## src/rtl/cirno_pkg.sv

```systemverilog
// cirno_pkg: shared types and default sizes for the cirno register file.
// Defines the execute-port write opcode and a helper that classifies it.
package cirno_pkg;

    localparam int CIRNO_W     = 8;
    localparam int CIRNO_NREGS = 4;
    localparam int CIRNO_IMM_W = 6;

    // Execute-port write opcode; codes 5..7 are reserved and act as WR_NONE
    typedef enum logic [2:0] {
        WR_NONE   = 3'd0,
        WR_RESULT = 3'd1,
        WR_HI     = 3'd2,
        WR_LO     = 3'd3,
        WR_COPY   = 3'd4
    } wr_op_e;

    // Writes that never wait on the scoreboard
    function automatic logic is_plain_write(input wr_op_e op);
        return (op == WR_RESULT) || (op == WR_HI) || (op == WR_LO);
    endfunction

endpackage

```

## src/rtl/cirno_scoreboard.sv

```systemverilog
// cirno_scoreboard: one pending bit per register for outstanding memory loads,
// plus the stall decode for operand reads and register copies.
// Optional macro CIRNO_REGFILE_BYPASS_EN: a memory writeback arriving in the
// same cycle as an operand read of its pending register releases that read.
module cirno_scoreboard
    import cirno_pkg::*;
#(
    parameter int NREGS = CIRNO_NREGS,
    parameter int AW    = $clog2(NREGS)
) (
    input  logic             i_clk,
    input  logic             i_rst,
    input  logic             i_ld_issue,
    input  logic [AW-1:0]    i_ld_addr,
    input  logic             i_mem_we,
    input  logic [AW-1:0]    i_mem_addr,
    input  logic             i_rd_en,
    input  logic             i_rx_en,
    input  logic             i_ry_en,
    input  logic [AW-1:0]    i_ra_x,
    input  logic [AW-1:0]    i_ra_y,
    input  logic             i_copy_req,
    input  logic [AW-1:0]    i_wr_src,
    output logic             o_stall,
    output logic [NREGS-1:0] o_pending
);

    logic [NREGS-1:0] r_pending;
    logic [NREGS-1:0] w_set;
    logic [NREGS-1:0] w_clr;
    logic             w_x_wait;
    logic             w_y_wait;
    logic             w_src_wait;

    genvar gi;
    generate
        for (gi = 0; gi < NREGS; gi++) begin : g_decode
            assign w_set[gi] = i_ld_issue && (i_ld_addr == AW'(gi));
            assign w_clr[gi] = i_mem_we && (i_mem_addr == AW'(gi));
        end
    endgenerate

    // Pending bits: a newly issued load outranks a returning one on the same register
    always_ff @(posedge i_clk or posedge i_rst) begin
        if (i_rst) begin
            r_pending <= '0;
        end else begin
            r_pending <= (r_pending & ~w_clr) | w_set;
        end
    end

`ifdef CIRNO_REGFILE_BYPASS_EN
    // Operand waits, released when the data is being written back this cycle
    always_comb begin
        w_x_wait = i_rx_en && r_pending[i_ra_x] && !(i_mem_we && (i_mem_addr == i_ra_x));
        w_y_wait = i_ry_en && r_pending[i_ra_y] && !(i_mem_we && (i_mem_addr == i_ra_y));
    end
`else
    // Operand waits on the registered scoreboard only
    always_comb begin
        w_x_wait = i_rx_en && r_pending[i_ra_x];
        w_y_wait = i_ry_en && r_pending[i_ra_y];
    end
`endif

    // Copy reads the stored array directly, so it always waits on its source
    assign w_src_wait = i_copy_req && r_pending[i_wr_src];

    assign o_stall   = (i_rd_en && (w_x_wait || w_y_wait)) || w_src_wait;
    assign o_pending = r_pending;

endmodule

```

## src/rtl/cirno_regfile.sv

```systemverilog
// cirno_regfile: parametrised register file with registered X/Y operands,
// execute and memory write ports, half-word immediate loads, register copy
// and a load-pending scoreboard that stalls dependent reads.
// Optional macro CIRNO_REGFILE_BYPASS_EN: same-cycle writes forward into the
// operand registers (memory port first, then execute port, then stored value).
module cirno_regfile
    import cirno_pkg::*;
#(
    parameter int W     = CIRNO_W,
    parameter int NREGS = CIRNO_NREGS,
    parameter int IMM_W = CIRNO_IMM_W,
    parameter int AW    = $clog2(NREGS)
) (
    input  logic             i_clk,
    input  logic             i_rst,
    input  logic             i_rd_en,
    input  logic             i_rx_en,
    input  logic             i_ry_en,
    input  logic [AW-1:0]    i_ra_x,
    input  logic [AW-1:0]    i_ra_y,
    input  logic             i_y_is_imm,
    input  logic [IMM_W-1:0] i_imm,
    input  wr_op_e           i_wr_op,
    input  logic [AW-1:0]    i_wr_addr,
    input  logic [AW-1:0]    i_wr_src,
    input  logic [W-1:0]     i_result,
    input  logic             i_mem_we,
    input  logic [AW-1:0]    i_mem_addr,
    input  logic [W-1:0]     i_mem_data,
    input  logic             i_ld_issue,
    input  logic [AW-1:0]    i_ld_addr,
    output logic [W-1:0]     o_x,
    output logic [W-1:0]     o_y,
    output logic             o_stall,
    output logic [NREGS-1:0] o_pending
);

    localparam int HW = W / 2;

    logic [W-1:0]  r_regs [NREGS];
    logic [W-1:0]  w_reg_next [NREGS];
    logic [W-1:0]  r_x;
    logic [W-1:0]  r_y;
    logic [W-1:0]  w_imm_ext;
    logic [HW-1:0] w_imm_half;
    logic [W-1:0]  w_copy_val;
    logic [W-1:0]  w_x_rd;
    logic [W-1:0]  w_y_rd;
    logic          w_copy_req;
    logic          w_exec_we;
    logic          w_stall;

    // Immediate as a full operand (zero-extended, or truncated if wider than W)
    generate
        if (IMM_W >= W) begin : g_imm_trunc
            assign w_imm_ext = i_imm[W-1:0];
        end else begin : g_imm_zext
            assign w_imm_ext = {{(W-IMM_W){1'b0}}, i_imm};
        end
    endgenerate

    assign w_imm_half = i_imm[HW-1:0];
    assign w_copy_val = r_regs[i_wr_src];
    assign w_copy_req = (i_wr_op == WR_COPY);

    // A stalled copy is dropped; every other execute write goes through
    assign w_exec_we = is_plain_write(i_wr_op) || (w_copy_req && !w_stall);

    cirno_scoreboard #(
        .NREGS (NREGS),
        .AW    (AW)
    ) u_scoreboard (
        .i_clk      (i_clk),
        .i_rst      (i_rst),
        .i_ld_issue (i_ld_issue),
        .i_ld_addr  (i_ld_addr),
        .i_mem_we   (i_mem_we),
        .i_mem_addr (i_mem_addr),
        .i_rd_en    (i_rd_en),
        .i_rx_en    (i_rx_en),
        .i_ry_en    (i_ry_en),
        .i_ra_x     (i_ra_x),
        .i_ra_y     (i_ra_y),
        .i_copy_req (w_copy_req),
        .i_wr_src   (i_wr_src),
        .o_stall    (w_stall),
        .o_pending  (o_pending)
    );

    genvar gi;
    generate
        for (gi = 0; gi < NREGS; gi++) begin : g_reg
            logic         w_mem_hit;
            logic         w_exec_hit;
            logic [W-1:0] w_exec_val;

            assign w_mem_hit  = i_mem_we && (i_mem_addr == AW'(gi));
            assign w_exec_hit = w_exec_we && (i_wr_addr == AW'(gi));

            // Execute-port value; half-word loads merge with this register's other half
            always_comb begin
                w_exec_val = i_result;
                case (i_wr_op)
                    WR_HI:   w_exec_val = {w_imm_half, r_regs[gi][HW-1:0]};
                    WR_LO:   w_exec_val = {r_regs[gi][W-1:HW], w_imm_half};
                    WR_COPY: w_exec_val = w_copy_val;
                    default: w_exec_val = i_result;
                endcase
            end

            // Memory writeback outranks the execute port on the same register
            assign w_reg_next[gi] = w_mem_hit  ? i_mem_data :
                                    w_exec_hit ? w_exec_val : r_regs[gi];

            // Register storage
            always_ff @(posedge i_clk or posedge i_rst) begin
                if (i_rst) begin
                    r_regs[gi] <= '0;
                end else begin
                    r_regs[gi] <= w_reg_next[gi];
                end
            end
        end
    endgenerate

`ifdef CIRNO_REGFILE_BYPASS_EN
    assign w_x_rd = w_reg_next[i_ra_x];
    assign w_y_rd = w_reg_next[i_ra_y];
`else
    assign w_x_rd = r_regs[i_ra_x];
    assign w_y_rd = r_regs[i_ra_y];
`endif

    // Operand capture: frozen while stalled; a Y register read outranks the immediate
    always_ff @(posedge i_clk or posedge i_rst) begin
        if (i_rst) begin
            r_x <= '0;
            r_y <= '0;
        end else if (!w_stall) begin
            if (i_rd_en && i_rx_en) begin
                r_x <= w_x_rd;
            end
            if (i_rd_en && i_ry_en) begin
                r_y <= w_y_rd;
            end else if (i_y_is_imm) begin
                r_y <= w_imm_ext;
            end
        end
    end

    assign o_x     = r_x;
    assign o_y     = r_y;
    assign o_stall = w_stall;

endmodule

```

## config.mk

```make
export PLATFORM = sky130hd
export DESIGN_NAME = cirno_regfile
export DESIGN_NICKNAME = d
export VERILOG_FILES = /design/src/rtl/cirno_pkg.sv /design/src/rtl/cirno_scoreboard.sv /design/src/rtl/cirno_regfile.sv
export SDC_FILE = /design/constraint.sdc
export NUM_CORES = 1
export LEC_CHECK = 0
export CAP_MARGIN = 20
export CORE_UTILIZATION = 32
export DETAILED_ROUTE_END_ITERATION = 10
export HOLD_SLACK_MARGIN = 0.1
export SYNTH_ARGS = -nofsm -noshare
export SYNTH_HDL_FRONTEND = slang
export SYNTH_SLANG_ARGS = --single-unit
```

## constraint.sdc

```tcl
create_clock -name i_clk -period 3.1 [get_ports i_clk]
set_clock_uncertainty 0.15 [all_clocks]
set_input_delay 0.62 -clock i_clk [delete_from_list [all_inputs] [get_ports i_clk]]
set_output_delay 0.62 -clock i_clk [all_outputs]
set_load 0.1 [all_outputs]
```

Yosys cells after proc, flatten, opt, wreduce, memory -nomap -nowiden:

Cells that the tools add are included.
Widths: inputs -> output; s select.

* reduce and logical (&&, ||, !) cells: 43
* bitwise gates (word level): 7
* multiplexer cells: 26
* $lt $le $gt $ge: 6
* equality and inequality tests: 21

Operators by type and width (count)
* $mux 8: 16
* $bmux 8 s2: 3
* $pmux 8 s3: 1
* $reduce_and 2->1: 10
* $logic_and 1x1->1: 19
* $ne 2x2->1 const B: 8
* $eq 2x2->1 const B: 6
* $reduce_bool 2->1: 5
* $ge 3x3->1 const B: 3
* $lt 2x3->1 const B: 3
* $not 2->3: 3
* $bmux 1 s2: 3
* $eq 2x1->1 const B: 3
* $eq 3x2->1 const B: 2
* $logic_not 2->1: 3
* $logic_or 1x1->1: 5
* $and 4x4->4: 1
* $not 4->4: 1
* $or 4x4->4: 1
* $eq 3x1->1 const B: 1
* $eq 3x3->1 const B: 1
* $mux 1: 3
* $logic_not 1->1: 1
* $not 1->1: 1

* input port bits: 45
* word-level logic and storage cells: 114
* register bits: 52

Longest topological paths before layout:

Gate-level depths: netlist of run 1.

* depth in word-level cells: 12
* depth in mapped cells: 7
* mapped depth without buffers: 5

By module:

A second synthesis of run 1 with hierarchy kept.

* cells, all modules: 361
* area total of the unflattened synthesis: 3641.0 um^2

By module, submodules not included
* cirno_regfile: area an instance 3363.2 um^2, instances 1, cells an instance 330
* cirno_scoreboard: area an instance 277.8 um^2, instances 1, cells an instance 31

Worst setup path after synthesis of run 1:

No wires, ideal clock.

* path kind: register -> output
* start: reg u_scoreboard.r_pending[1] (netlist: u_scoreboard.o_pending[1])
* end: out o_stall
* data arrival time: 2.499 ns
* path buffers: 1
* cell stages (with the launch flop): 6
* setup slack: -0.169 ns
* path through: dfrtp_1 -> mux2i_1 -> o32ai_4 -> a211oi_1 -> buf_2 -> inv_1

* cells in the longest elaborated chain, start to end: 6
* elaborated cells between the ends (all ways): 12
* classes of those cells: 6 x mux; 6 x reduce/logical

RTL lines
* start, declared: line cirno_scoreboard.sv:28 `logic [NREGS-1:0] r_pending;`
* start signal, assigned: line cirno_scoreboard.sv:48 `r_pending <= (r_pending & ~w_clr) | w_set;`
* $bmux 1 s2 (on tied branches): line cirno_scoreboard.sv:61, cirno_scoreboard.sv:62
* $mux 1 (on tied branches): line cirno_scoreboard.sv:61, cirno_scoreboard.sv:62
* $logic_and 1x1->1 (on tied branches): line cirno_scoreboard.sv:61, cirno_scoreboard.sv:62
* $logic_or 1x1->1: line cirno_scoreboard.sv:69 `assign o_stall = (i_rd_en && (w_x_wait || w_y_wait)) || w_src_wait;`
* $logic_and 1x1->1: line cirno_scoreboard.sv:69
* $logic_or 1x1->1 *: line cirno_scoreboard.sv:69
* end, declared: line cirno_regfile.sv:34 `output logic o_stall,`

Mark *: on every way between the ends. The rest lies on a longest branch, timed or not. The select of a mux whose other input is x is not followed.

Final worst setup path of run 1:

* start: in i_wr_src[1]
* end: out o_stall

* cells in the longest elaborated chain, start to end: 4

RTL lines
* start, declared: line cirno_regfile.sv:25 `input logic [AW-1:0] i_wr_src,`
* $bmux 1 s2: line cirno_scoreboard.sv:67 `assign w_src_wait = i_copy_req && r_pending[i_wr_src];`
* $mux 1 (not written as such): line cirno_scoreboard.sv:67
* $logic_and 1x1->1: line cirno_scoreboard.sv:67
* $logic_or 1x1->1: line cirno_scoreboard.sv:69

No other way between the ends. The select of a mux whose other input is x is not followed.

==> results of run 1 <==
[power groups by stage]
stage / registers, mW / clock network, mW / logic, mW
floorplan: 1.53 / 0 / 0.484
global placement: 1.01 / 0 / 1.38
detailed placement: 1.02 / 0 / 1.39
CTS: 1.00 / 0.576 / 1.40
global route: 1.03 / 0.605 / 1.47
finish: 1.00 / 0.573 / 1.39
[worst paths after layout]
check | to
worst max register to register | r_regs[15]
worst min-delay path | o_x[1]
worst max-delay path | o_stall
worst min register to register | o_x[1]
min in group asynchronous | r_regs[0]
max in group asynchronous | o_x[0]
[logic make-up after synthesis]
group / count (synthesis) / synth area share [%]
compound gates: 98 / 20.9
flops: 52 / 36.8
mux: 37 / 20.4
simple gates: 108 / 15.9
buf+inv: 33 / 5.66
xor+xnor: 1 / 0.248
[stage by stage]
stage                     setup WS [ns]  util (%)  cell area (um2)  instances
after floorplan                  0.0943         -             3540        329
after global placement           0.0288      40.5             4370        538
after detailed placement         0.0461      40.5             4370        538
after CTS                        0.0461      41.7             4510        546
after global routing            0.00128      41.7             4510        546
final                            0.0612      41.7             4510        546
[metal layers]
metal  GRT usage (%)  up-vias
li1                -     1439
met1            25.3     1464
met2            31.6      146
met3            3.34       18
met4            8.61        0
met5               0        -
[final cells by class]
| type | count | share of cell area, % |
|---|---|---|
| multi-input combinational | 244 | 45.2 |
| sequential | 52 | 29.0 |
| timing repair buffer | 90 | 18.0 |
| tap | 140 | 3.89 |
| clock buffer | 6 | 1.61 |
| clock inverter | 2 | 1.33 |
| inverter | 12 | 1.00 |
[cells in the mapped netlist, types with 3 or more instances]
master	number
mux2_2	8
and3_1	14
mux2i_1	4
nand2_1	35
buf_2	4
buf_4	4
inv_1	12
nor3_1	16
a221o_1	12
o31ai_1	16
nor2b_1	4
a21oi_1	20
dfrtp_1	52
nand3_1	11
mux4_1	8
nor2_1	9
and3b_1	4
clkbuf_1	5
mux4_2	17
a2bb2oi_1	6
o22ai_1	9
nand2b_1	4
a221oi_1	4
a21oi_2	3
and2_1	3
buf_6	4
o211ai_1	4
o21ai_0	15
[placed cells by master (no fill, tap or decap), drive strengths merged]
master	n
a211oi	1
a21o	1
nand2b	5
buf	46
nand3b	1
nor3	16
and2b	2
clkbuf	6
dfrtp	52
o211ai	4
mux2	8
mux2i	4
or2	1
and3	14
a32o	2
bufinv	2
xnor2	1
nand2	35
o21a	1
mux4	25
o21ai	15
nand3	11
or3b	1
and2	3
a221oi	4
o31ai	16
nor2	9
o32a	1
and3b	4
nor3b	2
clkdlybuf4s50	44
inv	12
o22ai	9
nor2b	4
o32ai	3
a21oi	23
a2bb2oi	6
a221o	12
[state kept, by name, summed over array words and instances (netlist names)]
register,flops
u_scoreboard.o_pending,4
o_x,8
r_regs,32
o_y,8
==> impl_metrics.json, run 1 <==
{
  "tns_ns": 0,
  "dr.pass1.iters": 5,
  "rsz0062_at_grt": "no",
  "synthesis.area_mm2": 0.00354,
  "io_pins": 66,
  "start_util_pct": 32.8,
  "synth_fp_nets": 374,
  "hold_start": "o_x[1]",
  "setup_viol": 0,
  "die_w_um": 107,
  "end_kind": "output pin",
  "critPathLaunchType": "primary input",
  "maxSlewViolCount": 0,
  "switchingPower_mw": 1.32,
  "grt_pass1_vias": 3099,
  "fillers": 1047,
  "fp.dieH_um": 107,
  "slowest_delay_ns": 0.53,
  "synth_area_per_cell_um2": 10.8,
  "crit_buf_inv": 4,
  "p_leak_nw": 1.88,
  "netlist.area_leader.share_pct": 36.8,
  "power_density_mw_per_mm2": 658,
  "p_int_mw": 1.65,
  "period_share_pct": 98.0,
  "cpMaxStageDelayCell": "mux4_2",
  "worst_hold_path.num_cells": 1,
  "met1_length_mm": 4.48,
  "synth_top_area_cell": "dfrtp_1",
  "period_minus_slack_ns": 3.04,
  "pwr-share-clk_pct": 19.3,
  "coreArea_mm2": 0.0108,
  "power_frac_seq_pct": 33.8,
  "grt_max_degree": 28,
  "tightestPinTransition_ns": 0.609,
  "area_delta_synth_final_pct": 27.4,
  "dr_wl_met2_mm": 4.90,
  "htree_levels": 2,
  "regArea_mm2": 0.00131,
  "first_iter_violations": 241,
  "drc": 0,
  "layout-drive-gt1-share_pct": 23.2,
  "port-buffer-count": 65,
  "antenna_found_initial": 0,
  "grt_first_pass_wirelength_mm": 16.6,
  "holdWs_ns": 0.370,
  "ctsResizeCount": 0,
  "gp_congestion": 0.850,
  "crit_chain": "clkdlybuf4s50_1 -> mux4_2 -> a211oi_1 -> buf_4 -> inv_1 -> buf_12",
  "cts.clk_slew.worst_paths_ns": 0.10,
  "ys_ff_latch": 52,
  "combPwrFrac_pct": 46.9,
  "dr_wl_met3_um": 668,
  "cap_violations": 0,
  "highest_layer": "met4",
  "critPathLaunch": "i_wr_src[1]",
  "cp_max_fo": 3,
  "numCtsBuffers": 5,
  "clk_path_buf_depth": 2,
  "p_total_mw": 2.97,
  "multi_input_comb_area_mm2": 0.00204,
  "clock_sinks": 52,
  "timing.fmax_ghz": 0.329,
  "die_area_mm2": 0.0115,
  "relSlewSlack_pct": 59.4,
  "ys_async_sr_fraction_pct": 100,
  "crit_cells": 6,
  "worst_ep_required_time_ns": 2.33,
  "clk_latency_ns": 0.32,
  "gr-total-overflow": 0,
  "cts_hold_buf": 0,
  "synth-edff-count": 0,
  "reg2regPathDepth": 6,
  "cts_root_buffer": "clkbuf_8",
  "r2r_slack_ns": 0.76,
  "drt_wl_total_mm": 10.4,
  "cpLargestDelayFamily": "buffers and inverters",
  "seq_area_frac_synth_pct": 36.8,
  "netSwitchingFraction_pct": 44.5,
  "final_nets": 450,
  "core.rowCount": 38,
  "hold_violations": 0,
  "postRouteAntennaNets": 0,
  "viasPerCell": 5.62,
  "vdd_drop_max_uv": 537,
  "hold_path_class": "flip-flop to flip-flop",
  "post_cts_buffers": 0,
  "reg2reg_from": "u_scoreboard.o_pending[2]",
  "wl_per_cell_um": 19.1,
  "ys_warn_count": 0,
  "grt_util_all_layers_pct": 19.4,
  "cp_data_arrival_time_ns": 2.27,
  "status": "finished, final reports clean",
  "crit_type": "primary input to output pin",
  "tritoncts": "built",
  "vias": 3067,
  "synth_cells": 329,
  "hpwl_mm": 8.50,
  "antennaDiodeCount": 0,
  "synth_area_leaders": "dfrtp_1 37%, mux4_2 11%, mux4_1 5.9%, nand2_1 3.7%, a221o_1 3.4%",
  "yosys_most_used_dff": "dfrtp_1",
  "synth_cell_type_count": 46
}
No activity file was read; power rests on OpenSTA's default activity.
==> run 2: changes to the inputs <==
==> constraint.sdc (replaced) <==
create_clock -name i_clk -period 3.1 [get_ports i_clk]
set_clock_uncertainty 0.15 [all_clocks]
set_input_delay 0.775 -clock i_clk [delete_from_list [all_inputs] [get_ports i_clk]]
set_output_delay 0.775 -clock i_clk [all_outputs]
set_load 0.1 [all_outputs]
==> run 2 against run 1 <==
  * Power down 1.4%
  * First-iteration DRC count up 7.5%
  * Flip-flop and latch count unchanged
  * Register-to-register slack worse by 0.19 ns
  * Sequential power about the same
  * Non-clock buffer count up 10
  * Worst hold slack worse by 0.0027 ns
  * Die area unchanged
  * Via count down 1.6%
  * Utilization up 0.99 points
  * Critical path type unchanged
==> impl_metrics.json, run 2 (synthesized netlist as in run 1, its figures left out) <==
{
  "status": "finished, final reports clean",
  "dpl_cell_area_mm2": 0.00447,
  "hold_violations": 0,
  "p_leak_nw": 1.95,
  "area_delta_synth_final_pct": 30.4,
  "netSwitchingFraction_pct": 45.2,
  "cts.clk_slew.worst_paths_ns": 0.09,
  "setup_ws_ns": 0.0571,
  "final_common_cell": "buf_4",
  "die_area_mm2": 0.0115,
  "power_frac_seq_pct": 34.5,
  "wl_per_cell_um": 18.5,
  "worst_ep_required_time_ns": 2.17,
  "p_int_mw": 1.60,
  "first_iter_violations": 259,
  "drc": 0,
  "end_kind": "output pin",
  "tightestPinTransition_ns": 0.529,
  "start_util_pct": 32.8,
  "cp_max_fo": 4,
  "tritoncts": "built",
  "grt_util_all_layers_pct": 19.1,
  "coreArea_mm2": 0.0108,
  "period_minus_slack_ns": 3.04,
  "hold_path_class": "flip-flop to flip-flop",
  "pwr-share-clk_pct": 17.3,
  "switchingPower_mw": 1.32,
  "dr.pass1.iters": 5,
  "timing.fmax_ghz": 0.329,
  "clk_latency_ns": 0.31,
  "design_area_mm2": 0.00461,
  "viasPerCell": 5.43,
  "final_cell_mix": "53 x buf_4, 48 x dfrtp_1, 35 x clkdlybuf4s50_1",
  "antennaDiodeCount": 0,
  "gr-total-overflow": 0,
  "numCtsBuffers": 5,
  "maxSlewViolCount": 0,
  "postRouteAntennaNets": 0,
  "core.rowCount": 38,
  "hpwl_mm": 8.50,
  "cts_hold_buf": 0,
  "clk_path_buf_depth": 2,
  "vias": 3018,
  "vdd_drop_max_uv": 444,
  "antenna_found_initial": 0,
  "pre_cts_ws_ns": -0.362,
  "p_total_mw": 2.92,
  "largest_register_ffs": 32,
  "combPwrFrac_pct": 48.1,
  "layout-drive-gt1-share_pct": 27.2,
  "gp_congestion": 0.909,
  "setup_viol": 0,
  "cp_data_arrival_time_ns": 2.12,
  "power_density_mw_per_mm2": 634,
  "rsz0062_at_grt": "no",
  "grt_max_degree": 21,
  "clock_sinks": 52,
  "fp.dieH_um": 107,
  "period_share_pct": 98.2,
  "regMostFlops": "r_regs",
  "die_w_um": 107,
  "cap_violations": 0,
  "grt_first_pass_wirelength_mm": 16.5,
  "htree_levels": 2,
  "drt_wl_total_mm": 10.3,
  "crit_type": "primary input to output pin",
  "port-buffer-count": 65,
  "critPathLaunchType": "primary input",
  "cts_root_buffer": "clkbuf_8",
  "relSlewSlack_pct": 64.4,
  "io_pins": 66,
  "final_nets": 460,
  "grt_pass1_vias": 3009,
  "final_util_pct": 42.7
}
[run 2: cell count changes in the layout (fill, tap and decap cells not counted), sizes merged, moves of 2 or more]
| cell | delta |
|---|---|
| dlymetal6s2s | +2 |
| clkdlybuf4s50 | -9 |
| buf | +11 |
| dlygate4sd2 | +5 |
[run 2: final cells by class]
class / count / area (um2)
clock buffer: 6 / 82.6
clock inverter: 2 / 38.8
fill: 1016 / 6180
inverter: 12 / 48.8
multi-input combinational: 244 / 2070
sequential: 52 / 1310
tap: 140 / 175
timing repair buffer: 100 / 892
[run 2: per-layer routing]
layer / routed length [um] / part of all wire (%) / track usage, % / vias to the layer above
li1: - / - / - / 1459
met1: 4520 / 44 / 25.0 / 1430
met2: 4650 / 45 / 29.6 / 109
met4: 551 / 5.4 / 11.1 / 0
met5: 0 / 0 / 0 / -
met3: 583 / 5.7 / 3.34 / 20
[run 2: timing repair]
action	in CTS	in global routing
buffers inserted	1	0
setup endpoints to repair	1	1
pin swaps	2	2
gates resized for setup	14	3
[run 2: worst paths after layout]
path	endpoint	start	depth (start not counted)	slack, ns
setup reg to reg	o_x[4]	u_scoreboard.o_pending[2]	6	0.57
max in group asynchronous	o_y[3]	i_rst	3	1.65
setup / recovery	o_stall	i_wr_op[2]	5	0.06
hold reg to reg	o_x[7]	o_x[7]	1	0.37
hold / removal	o_x[7]	o_x[7]	1	0.37
min in group asynchronous	r_regs[7]	i_rst	2	0.61
[run 2: critical path, stage by stage]
cell and delay (ns):
clkdlybuf4s50_1 0.49, nor3b_2 0.44, a211oi_4 0.14, clkinvlp_4 0.11
buf_12 0.16
[run 2: metrics by stage]
step,TNS (ns),instances,hold WS (ns)
after floorplan,-0.0449,329,0.353
after global placement,-2.87,547,0.347
after detailed placement,-2.96,547,0.351
after CTS,0,556,0.373
after global routing,0,556,0.383
final,0,556,0.367
[run 2: power groups by stage]
stage | combinational [mW] | clock, mW | sequential (mW)
detailed placement | 1.41 | 0 | 1.02
global placement | 1.40 | 0 | 1.01
CTS | 1.42 | 0.510 | 1.01
floorplan | 0.493 | 0 | 1.53
global route | 1.48 | 0.542 | 1.04
finish | 1.41 | 0.506 | 1.01
